## config.mk

```make
export PLATFORM = sky130hd
export DESIGN_NAME = cmd_frame_gen_flat
export DESIGN_NICKNAME = d
export VERILOG_FILES = /design/src/rtl/cmd_frame_gen_if.sv /design/src/rtl/cmd_frame_gen.sv /design/src/flat_wrapper.sv
export SDC_FILE = /design/constraint.sdc
export NUM_CORES = 1
export LEC_CHECK = 0
export ABC_CLOCK_PERIOD_IN_PS = 5800
export BUFFER_PORTS_ARGS = -buffer_cell sky130_fd_sc_hd__buf_2
export CAP_MARGIN = 20
export CORE_ASPECT_RATIO = 0.7
export CORE_MARGIN = 4
export CORE_UTILIZATION = 55
export CTS_CLUSTER_DIAMETER = 30
export DETAILED_ROUTE_END_ITERATION = 10
export PLACE_DENSITY = 0.88
export SYNTH_ARGS = -nofsm -noshare
export SYNTH_HDL_FRONTEND = slang
export SYNTH_SLANG_ARGS = --single-unit
```

## constraint.sdc

```tcl
create_clock -name clk_i -period 5.8 [get_ports clk_i]
set_input_delay 1.74 -clock clk_i [delete_from_list [all_inputs] [get_ports clk_i]]
set_output_delay 1.74 -clock clk_i [all_outputs]
set_load 0.02 [all_outputs]
```

## src/rtl/cmd_frame_gen_if.sv

```systemverilog
// Command request and UART-transmitter handshake bundle for cmd_frame_gen.
// The master side is the host plus transmitter. The slave side is the framer.
interface cmd_frame_gen_if;
    logic       cmd_valid;
    logic       cmd_ready;
    logic [1:0] cmd_type;
    logic [3:0] cmd_addr;
    logic [7:0] cmd_a;
    logic [7:0] cmd_b;
    logic [3:0] cmd_fun;
    logic       tx_busy;
    logic [7:0] byte_out;
    logic       byte_valid;
    logic       frame_done;
    logic [7:0] frame_cnt;

    modport master (
        output cmd_valid, cmd_type, cmd_addr, cmd_a, cmd_b, cmd_fun, tx_busy,
        input  cmd_ready, byte_out, byte_valid, frame_done, frame_cnt
    );

    modport slave (
        input  cmd_valid, cmd_type, cmd_addr, cmd_a, cmd_b, cmd_fun, tx_busy,
        output cmd_ready, byte_out, byte_valid, frame_done, frame_cnt
    );
endinterface

```

## src/rtl/cmd_frame_gen.sv

```systemverilog
// Expands one latched command request into its frame bytes.
// Each byte is handed to a UART transmitter with a valid/busy handshake.
module cmd_frame_gen #(
    parameter logic [7:0] CMD_AA = 8'hAA,
    parameter logic [7:0] CMD_BB = 8'hBB,
    parameter logic [7:0] CMD_CC = 8'hCC,
    parameter logic [7:0] CMD_DD = 8'hDD
) (
    input  logic          clk_i,
    input  logic          rst_ni,
    cmd_frame_gen_if.slave bus
);

    localparam logic [1:0] ST_IDLE    = 2'd0;
    localparam logic [1:0] ST_SEND    = 2'd1;
    localparam logic [1:0] ST_WAIT_HI = 2'd2;
    localparam logic [1:0] ST_WAIT_LO = 2'd3;

    localparam logic [1:0] T_RF_WR  = 2'd0;
    localparam logic [1:0] T_RF_RD  = 2'd1;
    localparam logic [1:0] T_ALU_OP = 2'd2;
    localparam logic [1:0] T_ALU_NO = 2'd3;

    logic [1:0] state_q, state_d;
    logic [1:0] idx_q,   idx_d;
    logic [1:0] type_q,  type_d;
    logic [3:0] addr_q,  addr_d;
    logic [7:0] a_q,     a_d;
    logic [7:0] b_q,     b_d;
    logic [3:0] fun_q,   fun_d;
    logic       done_q,  done_d;
    logic [7:0] cnt_q,   cnt_d;

    logic       cmd_ready;
    logic       accept;
    logic [1:0] last_idx;
    logic [7:0] frame_byte;

    assign cmd_ready = (state_q == ST_IDLE);
    assign accept    = bus.cmd_valid && cmd_ready;

    // Index of the final byte: frame length minus one, from the latched type.
    always_comb begin
        case (type_q)
            T_RF_WR:  last_idx = 2'd2;
            T_RF_RD:  last_idx = 2'd1;
            T_ALU_OP: last_idx = 2'd3;
            default:  last_idx = 2'd1;
        endcase
    end

    always_comb begin
        // NOTE: every combinational output gets a default first, so no path leaves it unassigned and no latch is inferred.
        frame_byte = 8'h00;
        case (type_q)
            T_RF_WR: begin
                case (idx_q)
                    2'd0:    frame_byte = CMD_AA;
                    2'd1:    frame_byte = {4'h0, addr_q};
                    2'd2:    frame_byte = a_q;
                    default: frame_byte = 8'h00;
                endcase
            end
            T_RF_RD: begin
                case (idx_q)
                    2'd0:    frame_byte = CMD_BB;
                    2'd1:    frame_byte = {4'h0, addr_q};
                    default: frame_byte = 8'h00;
                endcase
            end
            T_ALU_OP: begin
                case (idx_q)
                    2'd0:    frame_byte = CMD_CC;
                    2'd1:    frame_byte = a_q;
                    2'd2:    frame_byte = b_q;
                    default: frame_byte = {4'h0, fun_q};
                endcase
            end
            default: begin
                case (idx_q)
                    2'd0:    frame_byte = CMD_DD;
                    2'd1:    frame_byte = {4'h0, fun_q};
                    default: frame_byte = 8'h00;
                endcase
            end
        endcase
    end

    always_comb begin
        state_d = state_q;
        idx_d   = idx_q;
        type_d  = type_q;
        addr_d  = addr_q;
        a_d     = a_q;
        b_d     = b_q;
        fun_d   = fun_q;
        done_d  = 1'b0;
        cnt_d   = cnt_q;

        case (state_q)
            ST_IDLE: begin
                if (accept) begin
                    state_d = ST_SEND;
                    idx_d   = 2'd0;
                    type_d  = bus.cmd_type;
                    addr_d  = bus.cmd_addr;
                    a_d     = bus.cmd_a;
                    b_d     = bus.cmd_b;
                    fun_d   = bus.cmd_fun;
                end
            end
            ST_SEND: begin
                if (!bus.tx_busy) state_d = ST_WAIT_HI;
            end
            ST_WAIT_HI: begin
                if (bus.tx_busy) state_d = ST_WAIT_LO;
            end
            ST_WAIT_LO: begin
                // The transmitter has finished this byte. Either the frame ends or the next byte follows.
                if (!bus.tx_busy) begin
                    if (idx_q == last_idx) begin
                        done_d  = 1'b1;
                        cnt_d   = cnt_q + 8'd1;
                        state_d = ST_IDLE;
                    end else begin
                        idx_d   = idx_q + 2'd1;
                        state_d = ST_SEND;
                    end
                end
            end
            default: state_d = ST_IDLE;
        endcase
    end

    always_ff @(posedge clk_i or negedge rst_ni) begin
        if (!rst_ni) begin
            state_q <= ST_IDLE;
            idx_q   <= 2'd0;
            type_q  <= 2'd0;
            addr_q  <= 4'h0;
            a_q     <= 8'h00;
            b_q     <= 8'h00;
            fun_q   <= 4'h0;
            done_q  <= 1'b0;
            cnt_q   <= 8'h00;
        end else begin
            // NOTE: state is updated with non-blocking assignments, so every register samples pre-edge values.
            state_q <= state_d;
            idx_q   <= idx_d;
            type_q  <= type_d;
            addr_q  <= addr_d;
            a_q     <= a_d;
            b_q     <= b_d;
            fun_q   <= fun_d;
            done_q  <= done_d;
            cnt_q   <= cnt_d;
        end
    end

    assign bus.cmd_ready  = cmd_ready;
    assign bus.byte_valid = (state_q == ST_SEND);
    assign bus.byte_out   = (state_q == ST_SEND) ? frame_byte : 8'h00;
    assign bus.frame_done = done_q;
    assign bus.frame_cnt  = cnt_q;

endmodule

```

## src/flat_wrapper.sv

```systemverilog
// flat-port wrapper written by rule: the top's interface ports become plain ports
module cmd_frame_gen_flat 
#(
    parameter logic [7:0] CMD_AA = 8'hAA,
    parameter logic [7:0] CMD_BB = 8'hBB,
    parameter logic [7:0] CMD_CC = 8'hCC,
    parameter logic [7:0] CMD_DD = 8'hDD
)
  (clk_i, rst_ni, bus_cmd_valid, bus_cmd_type, bus_cmd_addr, bus_cmd_a, bus_cmd_b, bus_cmd_fun, bus_tx_busy, bus_cmd_ready, bus_byte_out, bus_byte_valid, bus_frame_done, bus_frame_cnt);
  cmd_frame_gen_if bus_i ();
  input  logic clk_i;
  input  logic rst_ni;
  input wire logic [$bits(bus_i.cmd_valid)-1:0] bus_cmd_valid;
  input wire logic [$bits(bus_i.cmd_type)-1:0] bus_cmd_type;
  input wire logic [$bits(bus_i.cmd_addr)-1:0] bus_cmd_addr;
  input wire logic [$bits(bus_i.cmd_a)-1:0] bus_cmd_a;
  input wire logic [$bits(bus_i.cmd_b)-1:0] bus_cmd_b;
  input wire logic [$bits(bus_i.cmd_fun)-1:0] bus_cmd_fun;
  input wire logic [$bits(bus_i.tx_busy)-1:0] bus_tx_busy;
  output wire logic [$bits(bus_i.cmd_ready)-1:0] bus_cmd_ready;
  output wire logic [$bits(bus_i.byte_out)-1:0] bus_byte_out;
  output wire logic [$bits(bus_i.byte_valid)-1:0] bus_byte_valid;
  output wire logic [$bits(bus_i.frame_done)-1:0] bus_frame_done;
  output wire logic [$bits(bus_i.frame_cnt)-1:0] bus_frame_cnt;
  assign bus_i.cmd_valid = bus_cmd_valid;
  assign bus_i.cmd_type = bus_cmd_type;
  assign bus_i.cmd_addr = bus_cmd_addr;
  assign bus_i.cmd_a = bus_cmd_a;
  assign bus_i.cmd_b = bus_cmd_b;
  assign bus_i.cmd_fun = bus_cmd_fun;
  assign bus_i.tx_busy = bus_tx_busy;
  assign bus_cmd_ready = bus_i.cmd_ready;
  assign bus_byte_out = bus_i.byte_out;
  assign bus_byte_valid = bus_i.byte_valid;
  assign bus_frame_done = bus_i.frame_done;
  assign bus_frame_cnt = bus_i.frame_cnt;
  cmd_frame_gen #(.CMD_AA(CMD_AA), .CMD_BB(CMD_BB), .CMD_CC(CMD_CC), .CMD_DD(CMD_DD)) u_core (.clk_i(clk_i), .rst_ni(rst_ni), .bus(bus_i));
endmodule
```

==> impl_metrics.json <==
{
  "fin_skew_ns": 0.003521,
  "postCtsResizedCells": 0,
  "avgSynthCellArea_um2": 11.03,
  "crit_type": "reg -> out",
  "status": "completed",
  "synth_top_cell_by_area": "dfrtp_1",
  "gp_congestion": 0.9623,
  "ios": 49,
  "regToRegSetupSlack_ns": 3.78,
  "drv_cap": 0,
  "hold_end": "u_core.bus.frame_cnt[7]$_DFFE_PN0P_",
  "drt-initial-drc-count": 193,
  "coreArea_um2": 3671,
  "routedWlPerCell_um": 16.48,
  "clk_latency_ns": 0.30,
  "r2r-start": "u_core.state_q[1]$_DFFE_PN0P_",
  "r2r-end": "u_core.a_q[7]$_DFFE_PN0P_",
  "grt_use_total_pct": 20.58,
  "wl_um": 4830,
  "cts-buffers-inserted": 5,
  "synth_edf_count": 0,
  "dieArea_um2": 5038,
  "finalSetupTns_ns": 0,
  "reg2regPathDepth": 5,
  "final-hold-violation-count": 0,
  "via_count": 1735,
  "synthCells": 197,
  "utilization_pct": 68.88,
  "overflow": 0,
  "viasPerCell": 5.922,
  "syn_area_um2": 2173,
  "hold_buffers": 0,
  "syn-num-nets": 236,
  "htree_levels": 2,
  "clock_path_buffers": 2,
  "initial_core_util_pct": 59.20,
  "first_global_vias": 1676,
  "rows": 18,
  "postRouteAntennaNets": 0,
  "fin_crit_sh_pct": 72.28,
  "worst-slew-pin-transition_ns": 0.8572,
  "synth_top_area_share_pct": 44.91,
  "die_w_um": 83.14,
  "p_per_area_nw_per_um2": 496.5,
  "dp_hpwl_um": 3396,
  "syn_to_final_growth_pct": 16.35,
  "yosysSeqAreaShare_pct": 44.91,
  "grt_start_max_net_pins": 40,
  "numPortBuffers": 48,
  "end_kind": "output pin",
  "max_freq_mhz": 238.6,
  "hold_path.class": "reg -> reg",
  "drv_slew": 0,
  "detailed_place.area_um2": 2415,
  "rsz0062_at_grt": "false",
  "diodes": 0,
  "min-delay-start": "u_core.bus.frame_cnt[7]$_DFFE_PN0P_",
  "max_slew_margin_pct": 42.86,
  "period_needed_ns": 4.192,
  "ys_ff_latch": 39,
  "drc": 0,
  "postCtsSetupRepairBufs": 0,
  "min_path_cells": 1,
  "nets": 281,
  "fin_area_um2": 2529,
  "finalSetupViolations": 0,
  "antenna_found_initial": 0,
  "worstSetupStartpointType": "register",
  "synthArstFlopShare_pct": 100.0,
  "dr.pass1.iters": 5,
  "die_h_um": 60.60,
  "grt_first_pass_wirelength_um": 8190,
  "synth_cell_types": 50,
  "cp_max_fo": 15,
  "cts.sinks": 39,
  "clk_pin_slew_ns": 0.08,
  "cp_data_required_time_ns": 4.06,
  "timing.critical_path.arrival_ns": 2.45,
  "cts_root_buf": "clkbuf_8",
  "layout-drive-gt1-share_pct": 36.63,
  "synthTopCellsByArea": "dfrtp_1, mux2_2, ha_1",
  "power_mw": 1.256,
  "ys_warn_count": 0,
  "p_leak_nw": 1.166,
  "max-vdd-ir-drop_mv": 0.2812,
  "cts_tree": "done",
  "synth-main-ff-cell": "dfrtp_1"
}
-- cells by family (layout without fill, tap and decap cells) --
kind of cell             Yosys count  count (layout)  synth area share (%)
AO/OA/AOI/OAI                     45              45                 14.91
XOR/XNOR                           8               8                 3.224
adder cells (fa/ha/maj)            9               9                 5.181
buffers and inverters             22              68                 4.721
flip-flops                        39              39                 44.91
multiplexers                      28              28                 14.62
AND/OR/NAND/NOR                   46              46                 12.43
-- cell usage after synthesis (2+ instances only) --
library cell,instances
a211o_1,2
nand3_1,3
a221oi_1,5
a21oi_1,10
xnor2_1,7
o21ai_0,7
nor3_1,3
nand2_1,13
a22oi_1,2
a211oi_1,4
clkbuf_1,2
and2_1,2
buf_2,7
o211ai_1,2
dfrtp_1,39
inv_1,11
and3_1,2
nand2b_1,2
nor2_1,4
nand4_1,3
nor2b_1,2
nor3b_1,4
mux2_2,26
ha_1,9
-- how the worst max path moves through the flow --
stage / from / end / slack, ns / cells past startpoint
after global routing: u_core.idx_q[1]$_DFFE_PN0P_ / bus_byte_out[5] / 1.44 / 7
after floorplan: u_core.idx_q[0]$_DFFE_PN0P_ / bus_byte_out[3] / 2.25 / 5
after global placement: u_core.idx_q[0]$_DFFE_PN0P_ / bus_byte_out[2] / 2.08 / 7
final: u_core.idx_q[1]$_DFFE_PN0P_ / bus_byte_out[1] / 1.61 / 7
after detailed placement: u_core.idx_q[0]$_DFFE_PN0P_ / bus_byte_out[2] / 1.98 / 7
after CTS: u_core.idx_q[0]$_DFFE_PN0P_ / bus_byte_out[2] / 1.63 / 7
-- layout by cell type (no fill, tap or decap), types with 2 or more instances in the layout --
| cell | Yosys | final |
|---|---|---|
| nand3_1 | 3 | 3 |
| nand2b_1 | 2 | 2 |
| a211o_1 | 2 | 2 |
| buf_2 | 7 | 48 |
| a22oi_1 | 2 | 2 |
| nand2_1 | 13 | 13 |
| nand4_1 | 3 | 3 |
| ha_1 | 9 | 9 |
| nor2b_1 | 2 | 2 |
| nor3_1 | 3 | 3 |
| o211ai_1 | 2 | 2 |
| inv_1 | 11 | 11 |
| xnor2_1 | 7 | 7 |
| and2_1 | 2 | 2 |
| nor2_1 | 4 | 4 |
| a21oi_1 | 10 | 10 |
| a211oi_1 | 4 | 4 |
| and3_1 | 2 | 2 |
| nor3b_1 | 4 | 4 |
| a221oi_1 | 5 | 5 |
| o21ai_0 | 7 | 7 |
| dfrtp_1 | 39 | 39 |
| mux2_2 | 26 | 26 |
| clkbuf_8 | 0 | 6 |
-- cell type report --
class,count,area [µm²]
Sequential cell,39,975.9
Clock buffer,6,82.58
Tap cell,50,62.56
Inverter,11,41.29
Clock inverter,2,16.27
Timing Repair Buffer,49,255.2
Fill cell,289,1142
Multi-Input combinational cell,136,1095
-- through the flow --
step / hold WS (ns) / cells / setup WS [ns]
6_report: 0.4695 / 293 / 1.608
5_1_grt: 0.5252 / 293 / 1.435
3_5_place_dp: 0.4589 / 284 / 1.977
2_1_floorplan: 0.4783 / 197 / 2.250
3_3_place_gp: 0.4583 / 284 / 2.075
4_1_cts: 0.4744 / 292 / 1.635
-- where the power goes --
part | total (mW) | switching, mW | internal (mW) | leakage, nW
Combinational | 0.551 | 0.292 | 0.258 | 0.637
Sequential | 0.504 | 0.122 | 0.382 | 0.482
Clock | 0.201 | 0.104 | 0.0971 | 0.0474
Total | 1.26 | 0.518 | 0.738 | 1.17
-- critical path: stages (launching register included) --
cell      delay, ns
dfrtp_1        0.46
inv_1          0.11
ha_1           0.49
mux2i_1        0.15
nor3_1         0.28
a222oi_1       0.16
nor3b_1        0.28
buf_2          0.21
-- registers in the layout, indices dropped and copies added, names as in the netlist, 2 cells and up --
register              flops
u_core.type_q             2
u_core.addr_q             4
u_core.state_q            2
u_core.idx_q              2
u_core.b_q                8
u_core.bus.frame_cnt      8
u_core.a_q                8
u_core.fun_q              4
-- routing by layer --
| layer | vias up | GRT usage [%] | share of wire (%) |
|---|---|---|---|
| li1 | 812 | - | - |
| met4 | 0 | 6.527 | 1.3 |
| met2 | 76 | 31.28 | 46 |
| met1 | 838 | 28.99 | 45 |
| met5 | - | 0 | 0 |
| met3 | 9 | 5.834 | 8.1 |
Note: power is estimated with default switching activity, not from simulation.
